**config.mk**
```make
export PLATFORM = sky130hd
export DESIGN_NAME = i2s_tx
export DESIGN_NICKNAME = d
export VERILOG_FILES = /design/src/rtl/codec_pkg.sv /design/src/rtl/i2s_clkgen.sv /design/src/rtl/i2s_tx.sv
export SDC_FILE = /design/constraint.sdc
export NUM_CORES = 1
export LEC_CHECK = 0
export CAP_MARGIN = 5
export CORE_MARGIN = 3
export CORE_UTILIZATION = 30
export DETAILED_ROUTE_END_ITERATION = 12
export PLACE_DENSITY = 0.55
export REMOVE_ABC_BUFFERS = 1
export SYNTH_ARGS = -nofsm -noshare
export SYNTH_HDL_FRONTEND = slang
export SYNTH_HIERARCHICAL = 1
export SYNTH_SLANG_ARGS = --single-unit
```
**constraint.sdc**
```tcl
create_clock -name clk -period 5.41 [get_ports clk]
set_input_delay 1.3525 -clock clk [delete_from_list [all_inputs] [get_ports clk]]
set_output_delay 1.3525 -clock clk [all_outputs]
set_load 0.01 [all_outputs]
```
**src/rtl/codec_pkg.sv**
```systemverilog
// codec_pkg: constants shared by the I2S transmit and receive paths.
// Latency: n/a (constants only).
// Backpressure: n/a.
//   DATA_W_DEF / SLOT_W_DEF : default sample width and BCLK periods per slot
//   LR_LEFT / LR_RIGHT      : lrclk level during the left / right slot
package codec_pkg;

   localparam int   DATA_W_DEF = 16;
   localparam int   SLOT_W_DEF = 32;

   localparam logic LR_LEFT    = 1'b0;
   localparam logic LR_RIGHT   = 1'b1;

endpackage

```
**src/rtl/i2s_clkgen.sv**
```systemverilog
// i2s_clkgen: derives BCLK/LRCLK from clk and flags the bclk falling-edge events.
// Latency: fall_evt/frame_evt are combinational and name the cycle whose clock edge drops bclk.
// Backpressure: none; free-running from reset release.
//   clk, rst     : system clock, synchronous active-low reset
//   bclk, lrclk  : registered bit clock and word select
//   fall_evt     : this cycle's edge takes bclk 1->0
//   frame_evt    : fall_evt on which the bit counter wraps to 0 (new frame)
//   bit_idx      : bit counter value before this fall event
module i2s_clkgen
   import codec_pkg::*;
#(
   parameter int  SLOT_W   = SLOT_W_DEF,
   parameter int  BCLK_DIV = 4,
   localparam int CNT_W    = $clog2(2 * SLOT_W)
) (
   input  logic             clk,
   input  logic             rst,
   output logic             bclk,
   output logic             lrclk,
   output logic             fall_evt,
   output logic             frame_evt,
   output logic [CNT_W-1:0] bit_idx
);

   localparam int               DIV_W    = (BCLK_DIV > 1) ? $clog2(BCLK_DIV) : 1;
   localparam logic [CNT_W-1:0] CNT_LAST = CNT_W'(2 * SLOT_W - 1);

   logic [DIV_W-1:0] div_q, div_d;
   logic [CNT_W-1:0] cnt_q, cnt_d;
   logic             bclk_q, bclk_d;
   logic             lrclk_q, lrclk_d;
   logic             div_tc;

   always_comb begin
      div_tc    = (div_q == DIV_W'(BCLK_DIV - 1));
      div_d     = div_tc ? '0 : div_q + DIV_W'(1);
      bclk_d    = div_tc ? ~bclk_q : bclk_q;
      fall_evt  = div_tc && bclk_q;
      frame_evt = fall_evt && (cnt_q == CNT_LAST);
      cnt_d     = cnt_q;
      lrclk_d   = lrclk_q;
      if (fall_evt) begin
         cnt_d = frame_evt ? '0 : cnt_q + CNT_W'(1);
         if (frame_evt) begin
            lrclk_d = LR_LEFT;
         end else if (cnt_q == CNT_W'(SLOT_W - 1)) begin
            lrclk_d = LR_RIGHT;
         end
      end
   end

   always_ff @(posedge clk) begin
      if (!rst) begin
         div_q   <= '0;
         cnt_q   <= CNT_LAST;
         bclk_q  <= 1'b0;
         lrclk_q <= LR_RIGHT;
      end else begin
         div_q   <= div_d;
         cnt_q   <= cnt_d;
         bclk_q  <= bclk_d;
         lrclk_q <= lrclk_d;
      end
   end

   assign bclk    = bclk_q;
   assign lrclk   = lrclk_q;
   assign bit_idx = cnt_q;

endmodule

```
**src/rtl/i2s_tx.sv**
```systemverilog
// i2s_tx: Philips I2S transmitter with a one-frame holding buffer for signed stereo samples.
// Latency: a pair accepted before a frame start goes out in that frame; L MSB one BCLK after lrclk falls.
// Backpressure: sample_ready low while the buffer is full; lossless, empties at each frame start.
//   clk, rst                     : system clock, synchronous active-low reset
//   sample_l/_r, sample_valid    : upstream stereo pair, taken when sample_valid && sample_ready
//   sample_ready                 : holding buffer empty
//   bclk, lrclk, sdata           : I2S bus to the codec (sdata changes on bclk falling edge)
//   frame_start, underrun        : one-clk pulses on frame load / frame load with empty buffer
// Build option I2S_TX_REPEAT_EN: an underrun frame repeats the last transmitted pair
// instead of sending zeros.
module i2s_tx
   import codec_pkg::*;
#(
   parameter int DATA_W   = DATA_W_DEF,
   parameter int SLOT_W   = SLOT_W_DEF,
   parameter int BCLK_DIV = 4
) (
   input  logic              clk,
   input  logic              rst,
   input  logic [DATA_W-1:0] sample_l,
   input  logic [DATA_W-1:0] sample_r,
   input  logic              sample_valid,
   output logic              sample_ready,
   output logic              bclk,
   output logic              lrclk,
   output logic              sdata,
   output logic              frame_start,
   output logic              underrun
);

   localparam int FRAME_W = 2 * SLOT_W;
   localparam int CNT_W   = $clog2(FRAME_W);

   logic              fall_evt, frame_evt;
   logic [CNT_W-1:0]  bit_idx;

   logic              buf_full_q, buf_full_d;
   logic [DATA_W-1:0] buf_l_q, buf_l_d, buf_r_q, buf_r_d;
   logic [FRAME_W-1:0] tx_q, tx_d;
   logic              sdata_q, sdata_d;
   logic              frame_start_q, frame_start_d;
   logic              underrun_q, underrun_d;

   logic              xfer;
   logic [DATA_W-1:0] fill_l, fill_r;
   logic [SLOT_W-1:0] slot_l, slot_r;
   logic [CNT_W-1:0]  tx_sel;

`ifdef I2S_TX_REPEAT_EN
   logic [DATA_W-1:0] last_l_q, last_l_d, last_r_q, last_r_d;
`endif

   i2s_clkgen #(
      .SLOT_W   (SLOT_W),
      .BCLK_DIV (BCLK_DIV)
   ) u_clkgen (
      .clk       (clk),
      .rst       (rst),
      .bclk      (bclk),
      .lrclk     (lrclk),
      .fall_evt  (fall_evt),
      .frame_evt (frame_evt),
      .bit_idx   (bit_idx)
   );

   always_comb begin
      buf_full_d    = buf_full_q;
      buf_l_d       = buf_l_q;
      buf_r_d       = buf_r_q;
      tx_d          = tx_q;
      sdata_d       = sdata_q;
      frame_start_d = 1'b0;
      underrun_d    = 1'b0;
      xfer          = sample_valid && !buf_full_q;
`ifdef I2S_TX_REPEAT_EN
      last_l_d      = last_l_q;
      last_r_d      = last_r_q;
      fill_l        = last_l_q;
      fill_r        = last_r_q;
`else
      fill_l        = '0;
      fill_r        = '0;
`endif

      // Slot image: sample MSB-aligned, remaining LSBs zero.
      slot_l = '0;
      slot_r = '0;
      slot_l[SLOT_W-1 -: DATA_W] = buf_full_q ? buf_l_q : fill_l;
      slot_r[SLOT_W-1 -: DATA_W] = buf_full_q ? buf_r_q : fill_r;

      // The frame register is indexed rather than shifted. On the frame
      // event bit_idx is the last count, selecting bit 0 of the outgoing
      // frame: that is the one-bit I2S delay into the next frame.
      tx_sel = CNT_W'(FRAME_W - 1) - bit_idx;
      if (fall_evt) begin
         sdata_d = tx_q[tx_sel];
      end

      if (frame_evt) begin
         tx_d          = {slot_l, slot_r};
         frame_start_d = 1'b1;
         underrun_d    = !buf_full_q;
         buf_full_d    = 1'b0;
`ifdef I2S_TX_REPEAT_EN
         if (buf_full_q) begin
            last_l_d = buf_l_q;
            last_r_d = buf_r_q;
         end
`endif
      end

      // Only possible with the buffer empty, so an empty-buffer frame start
      // in the same cycle has already taken fill data; this pair waits.
      if (xfer) begin
         buf_l_d    = sample_l;
         buf_r_d    = sample_r;
         buf_full_d = 1'b1;
      end
   end

   always_ff @(posedge clk) begin
      if (!rst) begin
         buf_full_q    <= 1'b0;
         buf_l_q       <= '0;
         buf_r_q       <= '0;
         tx_q          <= '0;
         sdata_q       <= 1'b0;
         frame_start_q <= 1'b0;
         underrun_q    <= 1'b0;
`ifdef I2S_TX_REPEAT_EN
         last_l_q      <= '0;
         last_r_q      <= '0;
`endif
      end else begin
         buf_full_q    <= buf_full_d;
         buf_l_q       <= buf_l_d;
         buf_r_q       <= buf_r_d;
         tx_q          <= tx_d;
         sdata_q       <= sdata_d;
         frame_start_q <= frame_start_d;
         underrun_q    <= underrun_d;
`ifdef I2S_TX_REPEAT_EN
         last_l_q      <= last_l_d;
         last_r_q      <= last_r_d;
`endif
      end
   end

   assign sample_ready = !buf_full_q;
   assign sdata        = sdata_q;
   assign frame_start  = frame_start_q;
   assign underrun     = underrun_q;

endmodule

```
After elaboration in Yosys (flattened, before gate mapping). Cells that the tools add are included.

Add/subtract/negate cells: 3. $lt $le $gt $ge: 1. Equality and inequality tests: 3. Mux-type cells: 10. Bitwise operators: 2. Reductions and logical operators: 9.

Operators by type and width (number): 2-to-1 mux 16 bit (2); < comparator 6 x 7 -> 1 bit, second input constant (1); adder 6 x 1 -> 6 bit, second input constant (1); binary-select mux 1 bit (select 6 bit) (1); equality test 6 x 5 -> 1 bit, second input constant (1); equality test 6 bit, second input constant (1); 2-to-1 mux 1 bit (6); 2-to-1 mux 6 bit (1); subtractor 6 bit, first input constant (1); AND reduction 2 bit (2); nonzero test 2 bit (2); logical AND 1 bit (3); adder 2 x 1 -> 2 bit, second input constant (1); equality test 2 bit, second input constant (1); NOT 1 bit (2); OR reduction 2 bit (1); zero test 1 bit (1).

Register bits after elaboration: 78. Input bits: 35. Output and inout bits: 6. Logic and storage cells: 39.

Depth between registers and ports, before layout.
Depth in word-level cells: 5. Gate-level depth with buffers: 9. Gate-level depth less buffers: 6.

Cells and area by module. Netlist, hierarchy kept.

By module, submodules not included: i2s_tx (times used 1, cells an instance 317, area an instance 2871.5 um2, seq. area each 1361.3 um2); i2s_clkgen (times used 1, cells an instance 50, area an instance 456.7 um2, seq. area each 200.2 um2).

Worst setup path after synthesis. No wires, ideal clock.

Path kind: input to register. Start point: input sample_valid. End point: register buf_l_q[0]. Setup time: 0.076 ns. Arrival: 2.087 ns. Data required time: 5.334 ns. Path slack: 3.248 ns. Stages on the path: 5. Path buffers: 2. Path through: nor2b_1 -> clkbuf_1 -> clkbuf_1 -> nand2_1 -> a21boi_0.

Longest elaborated chain between the ends: 1.

Ends and longest elaborated chain: start, declared (line i2s_tx.sv:22) `input logic sample_valid,`; logical AND 1 bit (line i2s_tx.sv:74) `xfer = sample_valid && !buf_full_q;`; end signal, assigned (line i2s_tx.sv:136) `buf_l_q <= buf_l_d;`; end, declared (line i2s_tx.sv:38) `logic [DATA_W-1:0] buf_l_q, buf_l_d, buf_r_q, buf_r_d;`.

No other way between the ends. A chain may end at the register's enable or synchronous reset.

Worst setup path in the final report.
Start point: register buf_full_q. End point: output sample_ready.

Longest elaborated chain between the ends: 1.

Ends and longest elaborated chain: start, declared (line i2s_tx.sv:37) `logic buf_full_q, buf_full_d;`; start signal, assigned (line i2s_tx.sv:135) `buf_full_q <= buf_full_d;`; zero test 1 bit (line i2s_tx.sv:149) `assign sample_ready = !buf_full_q;`; end, declared (line i2s_tx.sv:23) `output logic sample_ready,`.

No other way between the ends.

==> flow_summary_export.csv <==
group,metric,value,unit
run_status,outcome,"completed",
critical_path,cp_data_required_time,4.06,ns
detailed_routing,via_per_inst,4.59,
critical_path,endpoint_kind,"output pin",
logic_synthesis,synthTopCellsByArea,"dfxtp_1 47%, nor2b_1 9.6%, a21boi_0 8.8%",
final_layout,nNetsFinal,431,
final_layout,syn_to_final_growth,20.7,%
logic_synthesis,seq_area_frac_synth,46.9,%
clock_network,clockBufferDepth,2,
timing,tns,0,ns
final_layout,utilization,38.1,%
timing,min_period,2.96,ns
logic_synthesis,syn_area,0.00333,mm^2
clock_network,post_cts_buffers,0,
logic_synthesis,syn_avg_cell_area,9.07,um^2
critical_path,arrival,1.60,ns
logic_synthesis,yosysUniqueCellTypes,38,
final_layout,register_area,0.00156,mm^2
grt,grt_use_total,11.3,%
timing,skew,0.00891,ns
final_layout,antenna_cells,0,
grt,antenna_found_initial,0,
critical_path,crit_chain,"inv_1, clkdlybuf4s50_1",
timing,max_freq,0.338,GHz
clock_network,cts_tree,"built",
floorplan,fp.coreArea,0.0106,mm^2
clock_network,insertion_delay,0.34,ns
logic_synthesis,yosysMostFrequentCell,"dfxtp_1",
detailed_routing,first_pass_iters,4,
timing,post-route-period-util,54.6,%
grt,grt_pass1_wl,11500,um
clock_network,clk_pin_slew_worst_paths,0.08,ns
logic_synthesis,synth_edf_count,0,
placement,hpwlAfterDp,4190,um
timing,maxSlewViolCount,0,
final_layout,multi_input_area,0.00164,mm^2
timing,maxSlewHeadroom,24.6,%
timing,rsz0062_at_grt,"no",
critical_path,cp_max_fo,10,
placement,port_buffers,40,
logic_synthesis,ys_seq_elements,78,
clock_network,cts_made_buffers,9,
detailed_routing,ant_nets,0,
clock_network,cts-root-buf,"clkbuf_8",
timing,report.final.hold_viol_count,0,
logic_synthesis,yosysTopAreaCellShare,46.9,%
timing,tightest_slew,1.13,ns
detailed_routing,drcViolationCount,0,
timing,setup_viol,0,
floorplan,dieWidth,111,um
floorplan,start_util,31.5,%
timing,hold_ws,0.426,ns
clock_network,hold_buffers,0,
clock_network,htree_levels,3,
grt,grt_pass1_vias,2422,
critical_path,worst_path_max_delay_cell,"dfxtp_1",
logic_synthesis,yosysTopAreaCell,"dfxtp_1",
logic_synthesis,synthFlopType,"dfxtp_1",
detailed_routing,wire_per_inst,12.9,um
floorplan,io_pins,41,
detailed_routing,wl,6880,um
flow_run,drv_cap,0,
clock_network,cts_resized,0,
power,power_density,288,mW/mm^2
grt,grt_max_degree,43,
floorplan,die_h,111,um
grt,gr-total-overflow,0,
floorplan,floorplan.rows,37,
logic_synthesis,synth_commonest_cells,"78 x dfxtp_1, 69 x nand2_1, 51 x nor2b_1, 39 x a21boi_0, 27 x a21oi_1",
logic_synthesis,async_flop_share,0,%
logic_synthesis,synth_cells,367,
power,p_leak,1.59,nW
clock_network,clock_sink_count,78,
final_layout,drive_above_1_share,6.02,%
critical_path,critPathKind,"reg2out",
critical_path,cp_slowest_stage_delay,0.60,ns
detailed_routing,dr_total_vias,2453,
placement,gp_congestion,0.728,
min_path,hold_path_class,"reg2reg",
floorplan,dieArea,0.0124,mm^2
logic_synthesis,ys_warn_count,6,
detailed_routing,drt-initial-drc-count,83,
final_layout,fillers,1113,
power,vdd_drop_max,0.000141,V
critical_path,crit_path_start_kind,"flip-flop",
[logic make-up (layout without fill, tap and decap cells)]
family / Yosys count / after routing / synth area share [%]
AOI/OAI and AO/OA: 80 / 80 / 15.7
xor gates and xnor gates: 2 / 2 / 0.526
buffers and inverters: 31 / 63 / 4.02
adders and majority gates: 2 / 2 / 0.752
muxes: 16 / 16 / 7.82
DFF: 78 / 78 / 46.9
and+or+nand+nor: 158 / 158 / 24.3
[where the power goes]
part | internal, W | switching [W]
Clock | 0.000272 | 0.000202
Combinational | 0.0000439 | 0.0000363
Sequential | 0.000592 | 0.0000131
Total | 0.000907 | 0.000251
[cells in the final DEF (no fill, tap or decap), drive strengths merged, types with 2 or more instances in the layout]
master and count:
nor2 2, o21ai 5, a21oi 27, ha 2
xor2 2, nor2b 51, a31oi 3, mux2 2
nand2 70, and2 5, clkbuf 12, and3 2
dfxtp 78, clkdlybuf4s50 39, bufinv 2, buf 4
inv 4, nand2b 7, mux4 6, and3b 2
nand3 13, mux2i 8, a21boi 39, clkinv 2
[critical path, delay by kind of cell, from the launching register on]
| family | cells | cell delay [ns] |
|---|---|---|
| buf+inv | 2 | 0.66 |
| flops | 1 | 0.60 |
[flip-flops by register name, indices dropped and copies added, names as in the netlist]
register / cells
underrun: 1
u_clkgen/lrclk: 1
u_clkgen/bit_idx: 6
sdata: 1
frame_start: 1
u_clkgen/bclk: 1
buf_l_q: 16
buf_r_q: 16
buf_full_q: 1
u_clkgen/div_q: 2
tx_q: 32
[cell type report]
type | instances | share of cell area [%]
clock buffers | 12 | 3.61
well taps | 136 | 4.24
multi-input cells | 258 | 40.8
inverters | 4 | 0.374
flip-flops and latches | 78 | 38.9
clock inverters | 4 | 1.74
repair buffers | 43 | 10.4
[routing by layer]
metal | global-route usage, % | vias up | part of all wire (%)
met4 | 3.97 | 0 | 0.90
met5 | 0 | - | 0
met3 | 2.62 | 7 | 2.8
li1 | - | 1280 | -
met2 | 17.2 | 29 | 46
met1 | 15.7 | 1137 | 50
[through the flow]
step	power [W]	cell area, um^2	cells	setup WS, ns
6_report	0.00116	4020	535	2.45
5_1_grt	0.00121	4020	535	2.19
4_1_cts	0.00117	4020	535	2.41
3_5_place_dp	0.000701	3800	519	2.25
3_3_place_gp	0.000699	3800	519	2.24
2_1_floorplan	0.000651	3210	340	2.06
[worst paths after layout]
kind | depth (start not counted) | end | start | slack (ns)
setup reg to reg | 6 | tx_q[57] | u_clkgen/bit_idx[1] | 2.58
setup / recovery | 2 | sample_ready | buf_full_q | 2.45
hold reg to reg | 1 | u_clkgen/div_q[0] | u_clkgen/div_q[0] | 0.43
hold / removal | 1 | u_clkgen/div_q[0] | u_clkgen/div_q[0] | 0.43
No activity file was read; power rests on OpenSTA's default activity.
